[config.mk]
export PLATFORM = sky130hd
export DESIGN_NAME = instr_controller
export DESIGN_NICKNAME = d
export VERILOG_FILES = /design/src/rtl/instr_controller.sv
export SDC_FILE = /design/constraint.sdc
export NUM_CORES = 1
export LEC_CHECK = 0
export ABC_AREA = 1
export ABC_CLOCK_PERIOD_IN_PS = 1730
export CORE_MARGIN = 1.5
export CORE_UTILIZATION = 35
export CTS_BUF_LIST = sky130_fd_sc_hd__clkbuf_4 sky130_fd_sc_hd__clkbuf_8
export CTS_CLUSTER_DIAMETER = 60
export DETAILED_ROUTE_END_ITERATION = 7
export SLEW_MARGIN = 25
export SYNTH_ARGS = -nofsm -noshare
export SYNTH_HDL_FRONTEND = slang
export SYNTH_SLANG_ARGS = --single-unit
[constraint.sdc]
create_clock -name clk -period 1.73 [get_ports clk]
set_input_delay 0.346 -clock clk [delete_from_list [all_inputs] [get_ports clk]]
set_output_delay 0.346 -clock clk [all_outputs]
set_load 0.01 [all_outputs]
[src/rtl/instr_controller.sv]
// Multi-cycle instruction sequencer: decodes {opcode,op}, steps a Moore FSM through
// the datapath control sequence, handles the memory handshake with timeout and counts retired instructions.
module instr_controller #(
    parameter int EN_MEM  = 1,
    parameter int TIMEOUT = 15,
    parameter int CNT_W   = 8
) (
    input  logic             clk,
    input  logic             reset,
    input  logic             s,
    input  logic [2:0]       opcode,
    input  logic [1:0]       op,
    input  logic             mem_rdy,
    output logic             w,
    output logic [2:0]       nsel,
    output logic [3:0]       vsel,
    output logic             write,
    output logic             loada,
    output logic             loadb,
    output logic             asel,
    output logic             bsel,
    output logic             loads,
    output logic             loadc,
    output logic             load_addr,
    output logic             mem_req,
    output logic             mem_we,
    output logic             halted,
    output logic             err,
    output logic [CNT_W-1:0] instr_cnt
);

    typedef enum logic [3:0] {
        S_WAIT, S_DECODE, S_WRITE_IMM, S_GET_A, S_GET_B, S_GET_D, S_SHIFT, S_EXEC,
        S_WRITE_REG, S_ADDR, S_STR_C, S_MEM_RD, S_MEM_WR, S_WRITE_MEM, S_HALT
    } state_t;

    typedef enum logic [3:0] {
        I_MOV_IMM, I_MOV_SHIFT, I_ADD, I_CMP, I_AND, I_MVN, I_LDR, I_STR, I_HALT, I_ILLEGAL
    } instr_t;

    localparam logic [7:0] TO_LAST = 8'(TIMEOUT - 1);

    function automatic instr_t decode_instr(input logic [4:0] code);
        case (code)
            5'b11010: return I_MOV_IMM;
            5'b11000: return I_MOV_SHIFT;
            5'b10100: return I_ADD;
            5'b10101: return I_CMP;
            5'b10110: return I_AND;
            5'b10111: return I_MVN;
            5'b01100: return (EN_MEM != 0) ? I_LDR : I_ILLEGAL;
            5'b10000: return (EN_MEM != 0) ? I_STR : I_ILLEGAL;
            5'b11100: return I_HALT;
            default:  return I_ILLEGAL;
        endcase
    endfunction

    state_t           r_state;
    state_t           w_next;
    logic [4:0]       r_code;
    logic [7:0]       r_wcnt;
    logic             r_err;
    logic [CNT_W-1:0] r_cnt;
    instr_t           w_instr;
    logic             w_retire;
    logic             w_err_set;
    logic             w_in_mem;
    logic             w_timeout;

    assign w_instr   = decode_instr(r_code);
    assign w_in_mem  = (r_state == S_MEM_RD) || (r_state == S_MEM_WR);
    assign w_timeout = w_in_mem && !mem_rdy && (r_wcnt == TO_LAST);
    assign err       = r_err;
    assign instr_cnt = r_cnt;

    // Instruction code is captured every WAIT cycle so the s=1 cycle's code is held for the whole sequence.
    always_ff @(posedge clk) begin
        if (r_state == S_WAIT) r_code <= {opcode, op};
    end

    always_ff @(posedge clk) begin
        if (reset) begin
            r_state <= S_WAIT;
            r_wcnt  <= '0;
            r_err   <= 1'b0;
            r_cnt   <= '0;
        end else begin
            r_state <= w_next;
            r_err   <= w_err_set;
            if (w_retire) r_cnt <= r_cnt + {{(CNT_W-1){1'b0}}, 1'b1};
            if (w_in_mem && !mem_rdy) r_wcnt <= r_wcnt + 8'd1;
            else                      r_wcnt <= '0;
        end
    end

    always_comb begin
        w_next    = r_state;
        w_retire  = 1'b0;
        w_err_set = 1'b0;
        w         = 1'b0;
        nsel      = 3'b000;
        vsel      = 4'b0000;
        write     = 1'b0;
        loada     = 1'b0;
        loadb     = 1'b0;
        asel      = 1'b0;
        bsel      = 1'b0;
        loads     = 1'b0;
        loadc     = 1'b0;
        load_addr = 1'b0;
        mem_req   = 1'b0;
        mem_we    = 1'b0;
        halted    = 1'b0;
        case (r_state)
            S_WAIT: begin
                w = 1'b1;
                if (s) w_next = S_DECODE;
            end
            S_DECODE: begin
                case (w_instr)
                    I_MOV_IMM:                        w_next = S_WRITE_IMM;
                    I_MOV_SHIFT, I_MVN:               w_next = S_GET_B;
                    I_ADD, I_CMP, I_AND, I_LDR, I_STR: w_next = S_GET_A;
                    I_HALT: begin
                        w_next   = S_HALT;
                        w_retire = 1'b1;
                    end
                    default: begin
                        w_next    = S_WAIT;
                        w_err_set = 1'b1;
                    end
                endcase
            end
            S_WRITE_IMM: begin
                nsel = 3'b100; vsel = 4'b0100; write = 1'b1;
                w_next = S_WAIT; w_retire = 1'b1;
            end
            S_GET_A: begin
                nsel = 3'b100; loada = 1'b1;
                w_next = (w_instr == I_LDR || w_instr == I_STR) ? S_ADDR : S_GET_B;
            end
            S_GET_B: begin
                nsel = 3'b001; loadb = 1'b1;
                w_next = (w_instr == I_MOV_SHIFT || w_instr == I_MVN) ? S_SHIFT : S_EXEC;
            end
            S_SHIFT: begin
                asel = 1'b1; loadc = 1'b1; w_next = S_WRITE_REG;
            end
            S_EXEC: begin
                if (w_instr == I_CMP) begin
                    loads = 1'b1; w_next = S_WAIT; w_retire = 1'b1;
                end else begin
                    loadc = 1'b1; w_next = S_WRITE_REG;
                end
            end
            S_WRITE_REG: begin
                nsel = 3'b010; vsel = 4'b0001; write = 1'b1;
                w_next = S_WAIT; w_retire = 1'b1;
            end
            S_ADDR: begin
                bsel = 1'b1; load_addr = 1'b1;
                w_next = (w_instr == I_LDR) ? S_MEM_RD : S_GET_D;
            end
            S_GET_D: begin
                nsel = 3'b010; loadb = 1'b1; w_next = S_STR_C;
            end
            S_STR_C: begin
                asel = 1'b1; loadc = 1'b1; w_next = S_MEM_WR;
            end
            // A ready on the final wait cycle still completes the access.
            S_MEM_RD: begin
                mem_req = 1'b1;
                if (mem_rdy) w_next = S_WRITE_MEM;
                else if (w_timeout) begin
                    w_next = S_WAIT; w_err_set = 1'b1;
                end
            end
            S_MEM_WR: begin
                mem_req = 1'b1; mem_we = 1'b1;
                if (mem_rdy) begin
                    w_next = S_WAIT; w_retire = 1'b1;
                end else if (w_timeout) begin
                    w_next = S_WAIT; w_err_set = 1'b1;
                end
            end
            S_WRITE_MEM: begin
                nsel = 3'b010; vsel = 4'b1000; write = 1'b1;
                w_next = S_WAIT; w_retire = 1'b1;
            end
            S_HALT: begin
                halted = 1'b1;
            end
            default: w_next = S_WAIT;
        endcase
    end

endmodule

=== After elaboration in Yosys (flattened, before gate mapping) ===
Memory sizes are Yosys's and may differ from the RTL's. A register that Yosys moved wholly into a read port is not among the register bits.
Cells that the tools add are included.

* Bits in registers: 26
* Latch bits: 0
* Bits in writable memories: 0
* Bits in read-only memories: 128
* Input bits: 9
* Output and inout port bits: 28
* Word-level logic and storage cells: 86
* Memories kept: 1

{| class="wikitable"
|+ Memories
! memory !! depth !! width !! rd ports !! clocked after memory_dff !! write ports !! line !! RTL
|-
| (no name shown) || 32 || 4 || 1 || 1 || 0 || 44 || <nowiki>case (code)</nowiki>
|}

* Add/subtract/negate cells: 2
* Multipliers: 0
* Div/mod/pow operators: 0
* Order comparisons: 0
* Eq/ne operators: 24
* Shifts and indexed selects: 0
* Multiplexer cells: 33
* Bitwise gates (word level): 2
* Reduce and logical (&&, ||, !) cells: 19

{| class="wikitable"
|+ Operator list
! cell !! number
|-
| one-hot mux 4 bit (12 select lines) || 1
|-
| equality test 4 x 3 -> 1 bit (second input constant) || 8
|-
| equality test 4 bit (second input constant) || 8
|-
| two-way mux 4 bit || 7
|-
| two-way mux 1 bit || 18
|-
| adder 8 x 1 -> 8 bit (second input constant) || 2
|-
| equality test 4 x 2 -> 1 bit (second input constant) || 4
|-
| one-hot mux 4 bit (4 select lines) || 1
|-
| one-hot mux 4 bit (3 select lines) || 1
|-
| OR reduction 2 bit || 6
|-
| one-hot mux 3 bit (3 select lines) || 1
|-
| OR reduction 9 bit || 1
|-
| equality test 4 x 1 -> 1 bit (second input constant) || 2
|-
| equality test 8 x 4 -> 1 bit (second input constant) || 1
|-
| logical NOT 4 bit || 2
|-
| OR reduction 3 bit || 2
|-
| two-way mux 5 bit || 1
|-
| OR reduction 5 bit || 1
|-
| one-hot mux 1 bit (2 select lines) || 2
|-
| one-hot mux 1 bit (4 select lines) || 1
|-
| logical OR 1 bit || 3
|-
| logical AND 1 bit || 2
|-
| != test 2 bit (second input constant) || 1
|-
| NOT 1 bit || 2
|-
| 2 further kinds || 2
|}

=== Longest topological paths before layout ===
* Word-level depth: 7
* Mapped depth: 10
* Depth with buffers taken out: 10

=== Worst setup path before layout ===
OpenSTA, ideal clock, no wires.

* Kind: register to register
* Start: register r_state[3]
* End: register, netlist name w_instr[2]
* Library setup time: 74 ps
* Arrival: 1311 ps
* Required time: 1656 ps
* Slack: 345 ps
* Stages on the path, launching flop included: 10
* Path buffers: 0
* Clock period less this slack: 1385 ps
* Cells stage by stage: dfxtp_1 -> nor2_2 -> nand2_2 -> inv_2 -> nand2_1 -> nand2_1 -> nand3_1 -> nor2_2 -> inv_1 -> o21ai_0

* Word-level cells in the longest chain between the ends: 2

{| class="wikitable"
|+ RTL lines
! item !! line !! RTL
|-
| start: declaration || 58 || <nowiki>state_t r_state;</nowiki>
|-
| start signal: assignment || 88 || <nowiki>r_state <= w_next;</nowiki>
|-
| logical NOT 4 bit || 78 || <nowiki>if (r_state == S_WAIT) r_code <= {opcode, op};</nowiki>
|-
| two-way mux 5 bit (no line) || - ||
|}

No other way between the ends.
A chain may end at the register's enable or synchronous reset.

=== Final worst setup path ===
* Start: register r_state[1]
* End: output port vsel[3]

* Word-level cells in the longest chain between the ends: 2
* Elaborated cells between the ends (all ways): 4
* Those cells by class: eq/ne (3); mux (1)

{| class="wikitable"
|+ RTL lines
! item !! line !! RTL
|-
| equality test 4 bit or equality test 4 x 2 -> 1 bit (tied branches) || 114 || <nowiki>case (r_state)</nowiki>
|-
| one-hot mux 4 bit (3 select lines) (*) || 114 ||
|-
| end: declaration || 16 || <nowiki>output logic [3:0] vsel,</nowiki>
|}

Every way passes the cells marked *; elsewhere a longest branch is shown, timed or not.

==> run_results.csv <==
group,metric,value,unit
outcome,outcome,"finished, final reports clean",
logic_synthesis,yosys-mux-area-fraction,0,%
cells_and_area,layout_common_cells,"77 x nand2_1, 39 x inv_1, 33 x nor2_1",
logic_synthesis,synthSimpleGateAreaFrac,41.8,%
placed_design,post-place-ws,-0.0632,ns
clocking,cts_tree,"built",
route,avgRoutedWirePerCell,10.9,um
logic_synthesis,yosys.area.top_type,"dfxtp_1",
power,cellPowerDensity,1160,nW/um2
grt,grt_pass1_vias,1869,
critical_path,crit_arrival,1.33,ns
clocking,clockRootBuffer,"clkbuf_8",
logic_synthesis,synth_nets,303,
placed_design,portBuffers,35,
placed_design,dp_hpwl,3.62,mm
sta,max_freq,597,MHz
floorplanning,rows,26,
grt,grt_pass1_wl,7.90,mm
sta,slew_viol_final,0,
sta,finalClockSkew,0.00640,ns
clocking,numClockSinks,30,
route,post_drt_via_cell_ratio,4.60,
logic_synthesis,synth_cells,291,
clocking,clk_pin_slew,0.07,ns
logic_synthesis,synth_top_area_share,27.0,%
logic_synthesis,ys_types,26,
sta,timing.final.crit_share,96.8,%
min_path,hp-class,"reg -> reg",
critical_path,critPathKind,"reg -> out",
logic_synthesis,synth_area,1850,um2
floorplanning,dieArea,5730,um2
floorplanning,die_x,75.7,um
critical_path,endpoint_kind,"primary output",
logic_synthesis,avgSynthCellArea,6.36,um2
placed_design,dp.cells,413,
logic_synthesis,synth_area_leaders,"dfxtp_1 27%, nand2_1 17%, edfxtp_1 8.1%",
logic_synthesis,yosys_warnings,0,
route,drtAntennaViolNets,0,
grt,antenna_found_initial,0,
route,wirelength,4.69,mm
cells_and_area,antenna_cells,0,
sta,hold_viol,0,
logic_synthesis,ys_seq_area_share,35.2,%
clocking,worstSkewPairLatency,0.29,ns
clocking,cts_inserted_buffers,5,
sta,period_needed,1.68,ns
sta,slew_headroom,62.7,%
sta,setup_viol,0,
cells_and_area,layout_commonest_cell,"nand2_1",
sta,fin_ws,0.0546,ns
grt,grtUsageTotal,18.4,%
placed_design,place_congestion,0.811,
flow_run,drv_cap,0,
sta,worst_pin_slew,0.555,ns
logic_synthesis,synth-seq-cells,30,
route,drc,0,
route,drtIter0Drc,63,
cells_and_area,layout.cells.non_filler,429,
cells_and_area,layout-drive-gt1-share,23.4,%
logic_synthesis,synth_compound_area_share,8.25,%
floorplanning,core,5110,um2
clocking,max-clock-path-buffers,2,
critical_path,crit_path_max_fanout,6,
grt,overflow,0,
cells_and_area,nets,370,
critical_path,crit_required,1.38,ns
sta,rsz0062_at_grt,"true",
clocking,htreeDepth,2,
floorplanning,die_h,75.7,um
grt,grt_max_degree,14,
logic_synthesis,synth_top_family_by_area,"simple AND/OR/NAND/NOR gates",
power,cellLeakagePower,1.29,nW
power,vdd_drop_max,0.763,mV
route,via_count,1975,
critical_path,rrSetupSlack,0.10,ns
logic_synthesis,synthXorXnorAreaFrac,1.42,%
route,drt_pass1_iterations,4,
floorplanning,ioPinCount,37,
logic_synthesis,synth_adder_area_share,2.03,%
floorplanning,initial_utilization,36.2,%
cells_and_area,syn_to_final_growth,42.2,%
critical_path,cp-start-kind,"flip-flop",
per-layer routing:
| metal | vias to the layer above | GRT usage (%) | routed length, um |
|---|---|---|---|
| met4 | 0 | 7.34 | 129 |
| met5 | - | 0 | 0 |
| met1 | 860 | 21.9 | 2090 |
| met2 | 51 | 32.1 | 2250 |
| met3 | 15 | 4.10 | 216 |
| li1 | 1049 | - | - |
logic make-up after synthesis:
group / Yosys count
AOI/OAI and AO/OA: 29
and+or+nand+nor: 176
buffers and inverters: 49
adders and majority gates: 3
xor gates and xnor gates: 3
DFF: 30
other: 1
metrics by stage:
stage / TNS [ns] / total power [W] / utilization [%] / hold slack [ns] / cell area [um2]
2_1_floorplan: 0 / 0.00183 / - / 0.415 / 1850
4_1_cts: -0.00953 / 0.00303 / 50.8 / 0.470 / 2600
3_5_place_dp: -0.310 / 0.00226 / 47.2 / 0.452 / 2410
6_report: 0 / 0.00306 / 51.5 / 0.464 / 2630
5_1_grt: -0.0450 / 0.00332 / 51.5 / 0.493 / 2630
3_3_place_gp: -0.217 / 0.00225 / 47.2 / 0.446 / 2410
report_power, final:
part           switching (W)  total (W)  leakage, nW  internal [W]
Sequential          0.000105   0.000974        0.256      0.000869
Combinational       0.000826    0.00136        0.984      0.000537
Clock               0.000290   0.000719       0.0547      0.000429
Total                0.00122    0.00306         1.29       0.00184
Yosys cell counts:
cell type  count
nor3_1         3
nand3b_1       1
nand2_1       84
buf_4          2
o21ai_0        7
nor3b_1        3
o21ai_1        1
ha_1           3
nand3_2        1
inv_1         40
edfxtp_1       5
nand2_2        4
buf_6          2
xor2_1         2
nor4_1         2
nor2_4         2
nor2_1        38
dfxtp_1       25
o21ai_2        2
xnor2_1        1
nand3_1       30
inv_2          5
nor2_2         7
a21oi_1       19
nand4_1        1
conb_1         1
registers in the layout, indices dropped and copies added (netlist names):
| signal | flops |
|---|---|
| err | 1 |
| r_state | 4 |
| instr_cnt | 8 |
| r_code | 5 |
| w_instr | 4 |
| r_wcnt | 8 |
critical path: stages, from the launching register on:
cell	delay [ns]
dfxtp_4	0.38
buf_4	0.14
nor2_4	0.12
nand2_1	0.10
inv_1	0.07
clkdlybuf4s15_1	0.23
repair_timing:
item | in CTS | in global routing
gates resized for setup | 38 | 33
endpoints found under the setup margin | 18 | 16
pin swaps | 1 | 3
hold buffers | 0 | 0
setup buffers | 7 | 2
path summary, 6_finish.rpt:
check                          start                      end  cells after the start
min             r_wcnt[7]$_SDFF_PP0_     r_wcnt[7]$_SDFF_PP0_                      2
min reg2reg     r_wcnt[7]$_SDFF_PP0_     r_wcnt[7]$_SDFF_PP0_                      2
max          r_state[1]$_SDFFE_PP0P_                  vsel[3]                      5
max reg2reg  r_state[0]$_SDFFE_PP0P_  r_state[3]$_SDFFE_PP0P_                     14
cell type report:
type	instances	area, um2
Clock buffer	5	68.8
Clock inverter	3	43.8
Fill cell	546	2480
Inverter	45	171
Multi-Input combinational cell	212	1070
Sequential cell	30	667
Tap cell	70	87.6
Timing Repair Buffer	64	526
Power figures use the tool's default switching activity.
